[src/rtl/mc_core_pkg.sv]
// Shared definitions for the multi-cycle core: opcodes, instruction field
// positions and the sequencing FSM state encoding.
package mc_core_pkg;

  localparam logic [5:0] OP_ADD  = 6'd0;
  localparam logic [5:0] OP_SUB  = 6'd1;
  localparam logic [5:0] OP_AND  = 6'd2;
  localparam logic [5:0] OP_OR   = 6'd3;
  localparam logic [5:0] OP_SLT  = 6'd4;
  localparam logic [5:0] OP_ADDI = 6'd5;
  localparam logic [5:0] OP_LW   = 6'd6;
  localparam logic [5:0] OP_SW   = 6'd7;
  localparam logic [5:0] OP_BEQ  = 6'd8;
  localparam logic [5:0] OP_BNE  = 6'd9;
  localparam logic [5:0] OP_J    = 6'd10;
  localparam logic [5:0] OP_HALT = 6'd63;

  localparam int OP_HI  = 31;
  localparam int OP_LO  = 26;
  localparam int RS1_HI = 25;
  localparam int RS1_LO = 21;
  localparam int RS2_HI = 20;
  localparam int RS2_LO = 16;
  localparam int RD_HI  = 15;
  localparam int RD_LO  = 11;
  localparam int IMM_HI = 15;
  localparam int IMM_LO = 0;

  typedef enum logic [2:0] {
    S_FETCH  = 3'd0,
    S_DECODE = 3'd1,
    S_EXEC   = 3'd2,
    S_MEM    = 3'd3,
    S_WB     = 3'd4,
    S_HALT   = 3'd5
  } state_t;

  // Register-register ALU ops take rs2 as the second operand.
  function automatic logic is_rtype(input logic [5:0] op);
    return (op == OP_ADD) || (op == OP_SUB) || (op == OP_AND) ||
           (op == OP_OR)  || (op == OP_SLT);
  endfunction

endpackage

[src/rtl/mc_core_if.sv]
// Instruction- and data-memory req/ack bus between the core and its memories.
interface mc_core_if #(
  parameter int XLEN = 32,
  parameter int PC_W = 16
);
  logic            imem_req;
  logic [PC_W-1:0] imem_addr;
  logic            imem_ack;
  logic [31:0]     imem_rdata;
  logic            dmem_req;
  logic            dmem_we;
  logic [PC_W-1:0] dmem_addr;
  logic [XLEN-1:0] dmem_wdata;
  logic            dmem_ack;
  logic [XLEN-1:0] dmem_rdata;

  modport master (
    output imem_req, imem_addr, input imem_ack, imem_rdata,
    output dmem_req, dmem_we, dmem_addr, dmem_wdata, input dmem_ack, dmem_rdata
  );

  modport slave (
    input imem_req, imem_addr, output imem_ack, imem_rdata,
    input dmem_req, dmem_we, dmem_addr, dmem_wdata, output dmem_ack, dmem_rdata
  );
endinterface

[src/rtl/mc_core_regfile.sv]
// NREGS x XLEN register file: two combinational read ports, one synchronous
// write port, register 0 reads as zero and ignores writes.
module mc_regfile #(
  parameter int XLEN  = 32,
  parameter int NREGS = 32,
  parameter int AW    = $clog2(NREGS)
) (
  input  logic            clk,
  input  logic            rst,
  input  logic [AW-1:0]   raddr1,
  input  logic [AW-1:0]   raddr2,
  output logic [XLEN-1:0] rdata1,
  output logic [XLEN-1:0] rdata2,
  input  logic            we,
  input  logic [AW-1:0]   waddr,
  input  logic [XLEN-1:0] wdata
);

  logic [XLEN-1:0] regs_r [NREGS];

  assign rdata1 = (raddr1 == {AW{1'b0}}) ? {XLEN{1'b0}} : regs_r[raddr1];
  assign rdata2 = (raddr2 == {AW{1'b0}}) ? {XLEN{1'b0}} : regs_r[raddr2];

  // Register storage: cleared on reset, single write port.
  always_ff @(posedge clk) begin
    if (rst) begin
      for (int i = 0; i < NREGS; i++) begin
        regs_r[i] <= {XLEN{1'b0}};
      end
    end else if (we && (waddr != {AW{1'b0}})) begin
      regs_r[waddr] <= wdata;
    end
  end

endmodule

[src/rtl/mc_core.sv]
// Multi-cycle core: FETCH/DECODE/EXEC/MEM/WB sequenced over one shared ALU,
// with req/ack handshakes so slow instruction/data memories stall the core.
module mc_core
  import mc_core_pkg::*;
#(
  parameter int XLEN  = 32,
  parameter int PC_W  = 16,
  parameter int NREGS = 32
) (
  input  logic            clk,
  input  logic            rst,
  mc_core_if.master       bus,
  output logic [PC_W-1:0] pc_o,
  output logic            retire,
  output logic            halted
);

  localparam int AW = $clog2(NREGS);
  localparam logic [PC_W-1:0] PC_ONE = {{(PC_W-1){1'b0}}, 1'b1};

  state_t          state_r, state_nx;
  logic [PC_W-1:0] pc_r, pc_nx, pc_inc_s, pc_br_s, pc_j_s;
  logic [31:0]     instr_r;
  logic [XLEN-1:0] opa_r, opb_r, res_r;
  logic [XLEN-1:0] imm_x_s, alu_b_s, alu_y_s, rdata1_s, rdata2_s;
  logic [5:0]      op_s;
  logic [4:0]      rs1_s, rs2_s, rd_s;
  logic [15:0]     imm_s;
  logic [AW-1:0]   waddr_s;
  logic            imem_req_r, dmem_req_r, dmem_we_r, halted_r;
  logic [PC_W-1:0] dmem_addr_r;
  logic [XLEN-1:0] dmem_wdata_r;
  logic            retire_s, rf_we_s, imem_hs_s, dmem_hs_s;

  function automatic logic [XLEN-1:0] alu(input logic [5:0] op,
                                          input logic [XLEN-1:0] a,
                                          input logic [XLEN-1:0] b);
    logic [XLEN-1:0] y;
    case (op)
      OP_SUB:  y = a - b;
      OP_AND:  y = a & b;
      OP_OR:   y = a | b;
      OP_SLT:  y = {{(XLEN-1){1'b0}}, ($signed(a) < $signed(b))};
      default: y = a + b;
    endcase
    return y;
  endfunction

  assign op_s    = instr_r[OP_HI:OP_LO];
  assign rs1_s   = instr_r[RS1_HI:RS1_LO];
  assign rs2_s   = instr_r[RS2_HI:RS2_LO];
  assign rd_s    = instr_r[RD_HI:RD_LO];
  assign imm_s   = instr_r[IMM_HI:IMM_LO];
  assign imm_x_s = {{(XLEN-16){imm_s[15]}}, imm_s};
  assign alu_b_s = is_rtype(op_s) ? opb_r : imm_x_s;
  assign alu_y_s = alu(op_s, opa_r, alu_b_s);
  // ADDI and LW name their destination in the rs2 field.
  assign waddr_s = ((op_s == OP_ADDI) || (op_s == OP_LW)) ? rs2_s[AW-1:0] : rd_s[AW-1:0];

  assign pc_inc_s = pc_r + PC_ONE;
  assign pc_br_s  = pc_inc_s + imm_x_s[PC_W-1:0];
  assign pc_j_s   = PC_W'(imm_s);

  assign imem_hs_s = imem_req_r & bus.imem_ack;
  assign dmem_hs_s = dmem_req_r & bus.dmem_ack;

  mc_regfile #(.XLEN(XLEN), .NREGS(NREGS), .AW(AW)) u_rf (
    .clk    (clk),
    .rst    (rst),
    .raddr1 (rs1_s[AW-1:0]),
    .raddr2 (rs2_s[AW-1:0]),
    .rdata1 (rdata1_s),
    .rdata2 (rdata2_s),
    .we     (rf_we_s),
    .waddr  (waddr_s),
    .wdata  (res_r)
  );

  // Next-state, pc update, retire and register-write decisions.
  always_comb begin
    state_nx = state_r;
    pc_nx    = pc_r;
    retire_s = 1'b0;
    rf_we_s  = 1'b0;
    case (state_r)
      S_FETCH: begin
        if (imem_hs_s) state_nx = S_DECODE;
        else           state_nx = S_FETCH;
      end
      S_DECODE: state_nx = S_EXEC;
      S_EXEC: begin
        case (op_s)
          OP_ADD, OP_SUB, OP_AND, OP_OR, OP_SLT, OP_ADDI: state_nx = S_WB;
          OP_LW, OP_SW: state_nx = S_MEM;
          OP_BEQ: begin
            retire_s = 1'b1;
            pc_nx    = (opa_r == opb_r) ? pc_br_s : pc_inc_s;
            state_nx = S_FETCH;
          end
          OP_BNE: begin
            retire_s = 1'b1;
            pc_nx    = (opa_r != opb_r) ? pc_br_s : pc_inc_s;
            state_nx = S_FETCH;
          end
          OP_J: begin
            retire_s = 1'b1;
            pc_nx    = pc_j_s;
            state_nx = S_FETCH;
          end
          default: state_nx = S_HALT;
        endcase
      end
      S_MEM: begin
        if (dmem_hs_s) begin
          if (dmem_we_r) begin
            retire_s = 1'b1;
            pc_nx    = pc_inc_s;
            state_nx = S_FETCH;
          end else begin
            state_nx = S_WB;
          end
        end else begin
          state_nx = S_MEM;
        end
      end
      S_WB: begin
        rf_we_s  = 1'b1;
        retire_s = 1'b1;
        pc_nx    = pc_inc_s;
        state_nx = S_FETCH;
      end
      S_HALT:  state_nx = S_HALT;
      default: state_nx = S_HALT;
    endcase
  end

  // State, pc and request/halt outputs registered from the next state.
  always_ff @(posedge clk) begin
    if (rst) begin
      state_r    <= S_FETCH;
      pc_r       <= {PC_W{1'b0}};
      imem_req_r <= 1'b0;
      dmem_req_r <= 1'b0;
      halted_r   <= 1'b0;
    end else begin
      state_r    <= state_nx;
      pc_r       <= pc_nx;
      imem_req_r <= (state_nx == S_FETCH);
      dmem_req_r <= (state_nx == S_MEM);
      halted_r   <= (state_nx == S_HALT);
    end
  end

  // Datapath registers: instruction, operands, result and data-bus holding regs.
  always_ff @(posedge clk) begin
    if (rst) begin
      instr_r      <= 32'd0;
      opa_r        <= {XLEN{1'b0}};
      opb_r        <= {XLEN{1'b0}};
      res_r        <= {XLEN{1'b0}};
      dmem_we_r    <= 1'b0;
      dmem_addr_r  <= {PC_W{1'b0}};
      dmem_wdata_r <= {XLEN{1'b0}};
    end else begin
      case (state_r)
        S_FETCH: if (imem_hs_s) instr_r <= bus.imem_rdata;
        S_DECODE: begin
          opa_r <= rdata1_s;
          opb_r <= rdata2_s;
        end
        S_EXEC: begin
          res_r <= alu_y_s;
          if ((op_s == OP_LW) || (op_s == OP_SW)) begin
            dmem_addr_r  <= alu_y_s[PC_W-1:0];
            dmem_wdata_r <= opb_r;
            dmem_we_r    <= (op_s == OP_SW);
          end
        end
        S_MEM: if (dmem_hs_s && !dmem_we_r) res_r <= bus.dmem_rdata;
        default: ;
      endcase
    end
  end

  assign bus.imem_req   = imem_req_r;
  assign bus.imem_addr  = pc_r;
  assign bus.dmem_req   = dmem_req_r;
  assign bus.dmem_we    = dmem_we_r;
  assign bus.dmem_addr  = dmem_addr_r;
  assign bus.dmem_wdata = dmem_wdata_r;
  assign pc_o           = pc_r;
  assign retire         = retire_s & ~rst;
  assign halted         = halted_r;

endmodule
[src/flat_wrapper.sv]
// flat-port wrapper written by rule: the top's interface ports become plain ports
module mc_core_flat import mc_core_pkg::*;
#(
  parameter int XLEN  = 32,
  parameter int PC_W  = 16,
  parameter int NREGS = 32
)
  (clk, rst, pc_o, retire, halted, bus_imem_req, bus_imem_addr, bus_imem_ack, bus_imem_rdata, bus_dmem_req, bus_dmem_we, bus_dmem_addr, bus_dmem_wdata, bus_dmem_ack, bus_dmem_rdata);
  mc_core_if #(.XLEN(XLEN), .PC_W(PC_W)) bus_i ();
  input  logic clk;
  input  logic rst;
  output logic [PC_W-1:0] pc_o;
  output logic retire;
  output logic halted;
  output wire logic [$bits(bus_i.imem_req)-1:0] bus_imem_req;
  output wire logic [$bits(bus_i.imem_addr)-1:0] bus_imem_addr;
  input wire logic [$bits(bus_i.imem_ack)-1:0] bus_imem_ack;
  input wire logic [$bits(bus_i.imem_rdata)-1:0] bus_imem_rdata;
  output wire logic [$bits(bus_i.dmem_req)-1:0] bus_dmem_req;
  output wire logic [$bits(bus_i.dmem_we)-1:0] bus_dmem_we;
  output wire logic [$bits(bus_i.dmem_addr)-1:0] bus_dmem_addr;
  output wire logic [$bits(bus_i.dmem_wdata)-1:0] bus_dmem_wdata;
  input wire logic [$bits(bus_i.dmem_ack)-1:0] bus_dmem_ack;
  input wire logic [$bits(bus_i.dmem_rdata)-1:0] bus_dmem_rdata;
  assign bus_imem_req = bus_i.imem_req;
  assign bus_imem_addr = bus_i.imem_addr;
  assign bus_i.imem_ack = bus_imem_ack;
  assign bus_i.imem_rdata = bus_imem_rdata;
  assign bus_dmem_req = bus_i.dmem_req;
  assign bus_dmem_we = bus_i.dmem_we;
  assign bus_dmem_addr = bus_i.dmem_addr;
  assign bus_dmem_wdata = bus_i.dmem_wdata;
  assign bus_i.dmem_ack = bus_dmem_ack;
  assign bus_i.dmem_rdata = bus_dmem_rdata;
  mc_core #(.XLEN(XLEN), .PC_W(PC_W), .NREGS(NREGS)) u_core (.clk(clk), .rst(rst), .bus(bus_i), .pc_o(pc_o), .retire(retire), .halted(halted));
endmodule
[config.mk]
export PLATFORM = sky130hd
export DESIGN_NAME = mc_core_flat
export DESIGN_NICKNAME = d
export VERILOG_FILES = /design/src/rtl/mc_core_pkg.sv /design/src/rtl/mc_core_if.sv /design/src/rtl/mc_core_regfile.sv /design/src/rtl/mc_core.sv /design/src/flat_wrapper.sv
export SDC_FILE = /design/constraint.sdc
export NUM_CORES = 2
export LEC_CHECK = 0
export CAP_MARGIN = 10
export CELL_PAD_IN_SITES_DETAIL_PLACEMENT = 1
export CELL_PAD_IN_SITES_GLOBAL_PLACEMENT = 1
export CORE_MARGIN = 2
export CORE_UTILIZATION = 45
export DETAILED_ROUTE_END_ITERATION = 16
export PLACE_DENSITY = 0.81
export SLEW_MARGIN = 15
export SYNTH_ARGS = -nofsm -noshare
export SYNTH_HDL_FRONTEND = slang
export SYNTH_SLANG_ARGS = --single-unit
export TNS_END_PERCENT = 20
[constraint.sdc]
create_clock -name clk -period 8 [get_ports clk]
set_input_delay 1.6 -clock clk [delete_from_list [all_inputs] [get_ports clk]]
set_output_delay 1.6 -clock clk [all_outputs]
set_load 0.02 [all_outputs]
---- After elaboration in Yosys (flattened, before gate mapping) ----
Memory sizes are Yosys's and may differ from the RTL's. A register that Yosys moved wholly into a read port is not among the register bits.
Index checks and enable logic that the tools add are counted.
storage, ports and cells
  flip-flop bits (word level) ............. 199
  RAM bits ................................ 1024
  input bits .............................. 68
  output and inout bits ................... 85
  word-level logic and storage cells ...... 106
  memories kept ........................... 1
memory list
  name                words  width  read ports  clocked after memory_dff  write ports  line                   source
  u_core.u_rf.regs_r  32     32     2           2                         32           mc_core_regfile.sv:19  logic [XLEN-1:0] regs_r [NREGS];
cells by class
  $add $sub $neg .......................... 4
  $lt $le $gt $ge ......................... 1
  equal/unequal tests ..................... 22
  muxes and demuxes ....................... 35
  bitwise gates (word level) .............. 6
  reductions and logical operators ........ 25
operators with widths
  cell                                                             number
  32-bit 2-to-1 mux                                                5
  32-bit case mux with 4 select lines                              1
  16-bit case mux with 3 select lines                              2
  16-bit 2-to-1 mux                                                4
  32-bit case mux with 2 select lines                              1
  32-bit adder                                                     1
  32-bit bitwise AND                                               1
  32-bit == test                                                   1
  32-bit less-than comparator                                      1
  32-bit inequality test                                           1
  32-bit OR                                                        1
  32-bit OR reduction                                              1
  32-bit subtractor                                                1
  5-bit 2-to-1 mux                                                 6
  6-bit by 3-bit == test with 1-bit output, second input constant  4
  6-bit by 4-bit == test with 1-bit output, second input constant  3
  16-bit by 1-bit adder with 16-bit output, second input constant  1
  16-bit adder                                                     1
  3-bit case mux with 5 select lines                               1
  6-bit by 2-bit == test with 1-bit output, second input constant  2
  1-bit 2-to-1 mux                                                 11
  5-bit zero test                                                  2
  3-bit by 2-bit == test with 1-bit output, second input constant  3
  3-bit case mux with 3 select lines                               1
  other kinds (22)                                                 37

---- Depth between registers and ports, before layout ----
  depth in word-level cells ............... 10
  mapped depth ............................ 21
  gate-level depth less buffers ........... 17

---- Modules after synthesis ----
A second synthesis with hierarchy kept.
second synthesis, totals
  cells, all modules ...................... 5511
  area total of the unflattened synthesis .. 68903.6 µm²
modules (own cells, without submodules)
  module      instances  cells each  area an instance (µm²)  seq. area each (µm²)
  mc_regfile  1          3502        54235.8                 30749.5
  mc_core     1          2009        14667.8                 3983.8

---- Least setup slack after synthesis ----
Ideal clock, no wire load.
  kind .................................... input port to flip-flop
  from .................................... input rst
  to ...................................... memory u_core.u_rf.regs_r[5][0] (enable)
  setup time .............................. 466 ps
  arrival ................................. 4503 ps
  required time ........................... 7534 ps
  path slack .............................. 3031 ps
  stages on the path ...................... 4
  path buffers ............................ 1
  cells stage by stage .................... nor3b_1 -> nand2_1 -> clkbuf_1 -> o21ai_0
RTL lines
  item         line                   source
  from (decl)  flat_wrapper.sv:11     input logic rst;
  to (decl)    mc_core_regfile.sv:19

---- Final worst setup path ----
  from .................................... register u_core.instr_r[29]
  to ...................................... register u_core.res_r[29]
on the way
  word-level cells in the longest chain between the ends .. 9
  elaborated cells between the ends (all ways) .. 16
  those cells by class .................... 2 x add/sub; 4 x eq/ne; 3 x mux; 2 x bitwise; 5 x reduce/logical
RTL lines
  item                                                                                line                              source
  from (decl)                                                                         mc_core.sv:23                     logic [31:0] instr_r;
  from (signal assigned)                                                              mc_core.sv:166                    S_FETCH: if (imem_hs_s) instr_r <= bus.imem_rdata;
  6-bit by 1-bit == test with 1-bit output / 6-bit zero test (equally long branches)  mc_core_pkg.sv:40, mc_core.sv:39
  1-bit logical OR (3 in series)                                                      mc_core_pkg.sv:40                 return (op == OP_ADD) || (op == OP_SUB) || (op == OP_AND) ||
  1-bit logical OR                                                                    mc_core_pkg.sv:41                 (op == OP_OR) || (op == OP_SLT);
  32-bit 2-to-1 mux                                                                   mc_core.sv:55                     assign alu_b_s = is_rtype(op_s) ? opb_r : imm_x_s;
  32-bit adder (tied with other cells)                                                mc_core.sv:44                     default: y = a + b;
  32-bit case mux with 4 select lines (*)                                             mc_core.sv:39                     case (op)
  32-bit case mux with 2 select lines (*)                                             mc_core.sv:165                    case (state_r)
  to (signal assigned)                                                                mc_core.sv:160                    res_r <= {XLEN{1'b0}};
  to (signal assigned)                                                                mc_core.sv:172                    res_r <= alu_y_s;
  to (signal assigned)                                                                mc_core.sv:179                    S_MEM: if (dmem_hs_s && !dmem_we_r) res_r <= bus.dmem_rdata;
  to (decl)                                                                           mc_core.sv:24                     logic [XLEN-1:0] opa_r, opb_r, res_r;
Every way passes the cells marked *; elsewhere a longest branch is shown, timed or not.
A chain may end at the register's enable or synchronous reset.

==> impl_summary.md <==
Yosys
In the post-synthesis netlist, the biggest area contributors are edfxtp_1, mux4_2, and2_1. The warning count from the yosys run is 0. The count of cell types in the netlist is 90. The total of flip-flops plus latches after synthesis is ~1200. The combined area of all synthesized cells is slightly below 70000 sq um. The sequential element share of the synthesized area is 51.4%. The average footprint of a synthesized cell is about 13 sq um. The most used flip-flop cell after synthesis is edfxtp_1.

Synthesis handed over a netlist of approximately 5000 instances. Counting flops with a built-in enable in the synthesized netlist gives about 1000. edfxtp_1 takes more of the synthesized area than any other cell.

The area share of the largest cell type after synthesis is a little under half. In the synthesized netlist the async set-or-reset flop fraction comes to 0%.

Power and ir drop
The worst-case vdd ir drop is ~0.0002 V. Power spread over the standard cell area amounts to 218 nW/um^2. The standby leakage power is 26.0 nW. The total net switching power is between 4 and 5 mW.

Sequential cells account for between 40 and 50% of the total power. The clock network power share is between 30 and 40%. The switching portion of total power is between 20% and 30%. The cell-internal power is between 10 and 15 mW. Combinational logic burns between 15 and 20% of the power.

Final layout
In the final layout, the multi-input gates occupy about 31000 sq um. Registers take roughly 35000 sq um. After filler insertion, the fill cell instance count of the layout stands at 14600. The ratio of cells with drive above 1 in the final layout is 21.4%. The final layout contains between 5000 and 6000 nets. From synthesis to final layout, the design area changed by 12.3%.

Drt
The violation count after the first detailed-routing iteration is around 6500. In the routed design, unresolved DRC markers number 0. In the final routed layout, each cell accounts on average for about 34 um. Summing over every cut layer, the via total after detailed routing is roughly 47000. Using the TritonRoute via totals, the vias-per-cell ratio works out to between 6 and 7. Before antenna repair, the detailed router went through 6 iterations. The total wire length after detailed routing is roughly 240 mm.

The count of nets left with antenna violations once routing finished came out at 0.

STA
The fmax is between 150 and 200 MHz. The final count of pins violating max slew came to 0. Setup repair after global routing left no endpoint under its margin. The measured slew at the worst slew-check pin is 1330 ps. Between clock sinks in the finished design, the worst skew comes to slightly below 40 ps. The worst path uses approximately 66% of the clock period. The number of hold violations in the final report is 0. The setup total negative slack is 0 ps. Final hold analysis gives a worst-case slack of 451 ps.

The relative slew slack is 11.4%. Setup slack closes at 2720 ps. The time the final worst path needs with I/O delays and setup is between 5000 and 6000 ps.

The count of endpoints failing setup in the final report is 0.

Run
The max-capacitance violation count is 0.

Clock network
The CTS tree is yes. Counting along the longest clock path gives a buffer depth of 3. The later-pin clock latency in the skew report is 800 ps. The number of buffers added for setup after CTS is 0.

The cell at the root of the clock tree is clkbuf_16. The clock-pin slew reported for the worst setup and hold paths after clock tree synthesis is roughly 60 ps. The TritonCTS buffer count is 138. In this run, post-CTS hold repair placed 0 buffers. The number of gates resized after CTS was 0. The number of sinks driven by the clock tree is about 1200. The clock tree synthesis step divided the H-tree into 4 levels.

Hold path
In this run the worst hold path is classified as flop to flop. Counting instances, the worst hold path has a depth of 2.

Setup path
For the worst flop-to-flop path, the logic depth is 15. The worst register-to-register path has a setup slack of roughly 2700 ps. The endpoint arrival time on the critical path is ~5900 ps.

The setup path with the least slack is of type flop to flop. The worst setup path is launched from a flop. In this run the worst path has a maximum fanout of 25. The critical path capture point type is a flop. At the worst endpoint, the required time is 8640 ps.

GRT
The pin count of the biggest net entering global routing is 146. Summed over all layers, the global routing overflow is 0. The initial antenna violation count is 17. The via count of the first global-routing pass was between 40000 and 50000. The total global routing track utilization is a little under a third.

The first-pass GRT wire length is approximately 350 mm.

Die
The core box area is between 100000 and 150000 sq um. The die height is approximately 390 um. In this run the core area contains ~140 standard-cell rows.

The floorplan step defined a die boundary enclosing roughly 150000 sq um. The I/O pin total is 153. The horizontal die dimension is a little under 400 um.

Once the floorplan was initialized, standard cells occupied a little under half of the core.

Place
Detailed placement finished with a half-perimeter wire length of 148 mm. The congestion estimate from routability-driven global placement came to 0.918. The worst slack at placement is around 2900 ps.

During placement, the flow inserted port buffers numbering between 150 and 200.

Status
The flow ran to the end, and the final reports show no timing, DRC or antenna violations.
==> worst max-delay path, cell delays in order, from the launching register on <==
cell,delay (ps)
dfxtp_1,350
or3_1,530
a21oi_4,430
buf_4,440
mux2_2,410
ha_1,390
o2111ai_1,240
nor4_1,290
o21ai_1,210
a2111oi_2,440
o21ai_1,240
o41ai_1,430
nand2_1,140
a32oi_1,220
nor3b_1,250
o31ai_1,110
==> power by group through the flow <==
stage | Combinational [mW] | Sequential (mW) | Clock [mW]
finish | 2.64 | 7.45 | 6.53
CTS | 2.59 | 7.43 | 6.53
global route | 2.75 | 7.46 | 6.76
floorplan | 1.77 | 7.39 | 0
detailed placement | 2.58 | 7.56 | 0
global placement | 2.53 | 7.52 | 0
==> cell usage after synthesis (7+ instances only) <==
cell type,number
o21ai_1,16
mux2_2,17
edfxtp_1,1024
nor2b_1,15
o31ai_1,15
inv_1,107
nand3_1,21
nand2b_1,15
mux2i_1,72
o211ai_1,11
buf_2,51
buf_4,16
nor2_1,317
clkbuf_1,375
a22oi_1,15
o221ai_1,13
o21bai_1,10
dfxtp_1,209
buf_1,28
nand2_1,222
xnor2_1,45
and3_1,7
a211oi_1,40
a21o_1,33
o21a_1,7
or3_1,7
o21ai_0,97
nor4_1,17
a21oi_1,244
a221oi_1,16
mux4_2,640
xor2_1,48
ha_1,113
nor3_1,42
and2_1,998
==> cell families after synthesis <==
family	synth area share [%]
AOI/OAI and AO/OA	5.73
other	0.00552
buffers and inverters	3.40
muxes	22.6
adders and majority gates	2.17
DFF	51.4
and+or+nand+nor	13.5
xor gates and xnor gates	1.20
==> routing by layer <==
layer | routed length, um | part of all wire, % | GRT usage, %
met1 | 85500 | 36 | 39.1
met2 | 116000 | 48 | 51.2
met3 | 26900 | 11 | 7.26
met4 | 11800 | 4.9 | 15.4
met5 | 81 | 0.034 | 0
==> state kept, by name, indices dropped and copies added, names as in the netlist, named ones only <==
| signal | flops |
|---|---|
| u_core.bus.dmem_addr | 16 |
| u_core.opb_r | 32 |
| u_core.bus.imem_addr | 16 |
| u_core.res_r | 32 |
| u_core.u_rf.regs_r | 1024 |
| u_core.instr_r | 32 |
| u_core.bus.dmem_req | 1 |
| u_core.halted | 1 |
| u_core.bus.imem_req | 1 |
| u_core.bus.dmem_wdata | 32 |
| u_core.state_r | 3 |
| u_core.opa_r | 32 |
| u_core.bus.dmem_we | 1 |
==> cell type report <==
class | instances | area share (%)
Antenna cell | 3 | 0.00985
Clock buffer | 167 | 4.85
Clock inverter | 83 | 1.12
Inverter | 112 | 0.551
Multi-Input combinational cell | 3259 | 41.2
Sequential cell | 1233 | 45.9
Tap cell | 2016 | 3.31
Timing Repair Buffer | 244 | 3.08
==> stage by stage <==
step / power, mW / cell area [sq um] / util, % / instances
final: 16.6 / 76200 / 50.9 / 7117
after global routing: 17.0 / 76200 / 50.9 / 7116
after CTS: 16.6 / 76100 / 50.8 / 7111
after detailed placement: 10.1 / 71600 / 47.8 / 6861
after global placement: 10.1 / 71600 / 47.8 / 6861
after floorplan: 9.16 / 68000 / - / 5074
==> cell usage in the layout (no fill, tap or decap), types with 113 or more instances in the layout <==
master / n
nand2_1: 219
clkdlybuf4s50_1: 151
nor2_1: 284
a21oi_1: 244
and2_1: 998
dfxtp_1: 179
edfxtp_1: 1024
clkbuf_16: 143
ha_1: 113
mux4_2: 640
==> worst paths after layout <==
check	start	end
setup reg to reg	u_core.instr_r[29]	u_core.res_r[29]
hold / removal	u_core.bus.dmem_wdata[10]	u_core.bus.dmem_wdata[10]
setup / recovery	u_core.instr_r[29]	u_core.res_r[29]
hold reg to reg	u_core.bus.dmem_wdata[10]	u_core.bus.dmem_wdata[10]
Note: power is estimated with default switching activity, not from simulation.
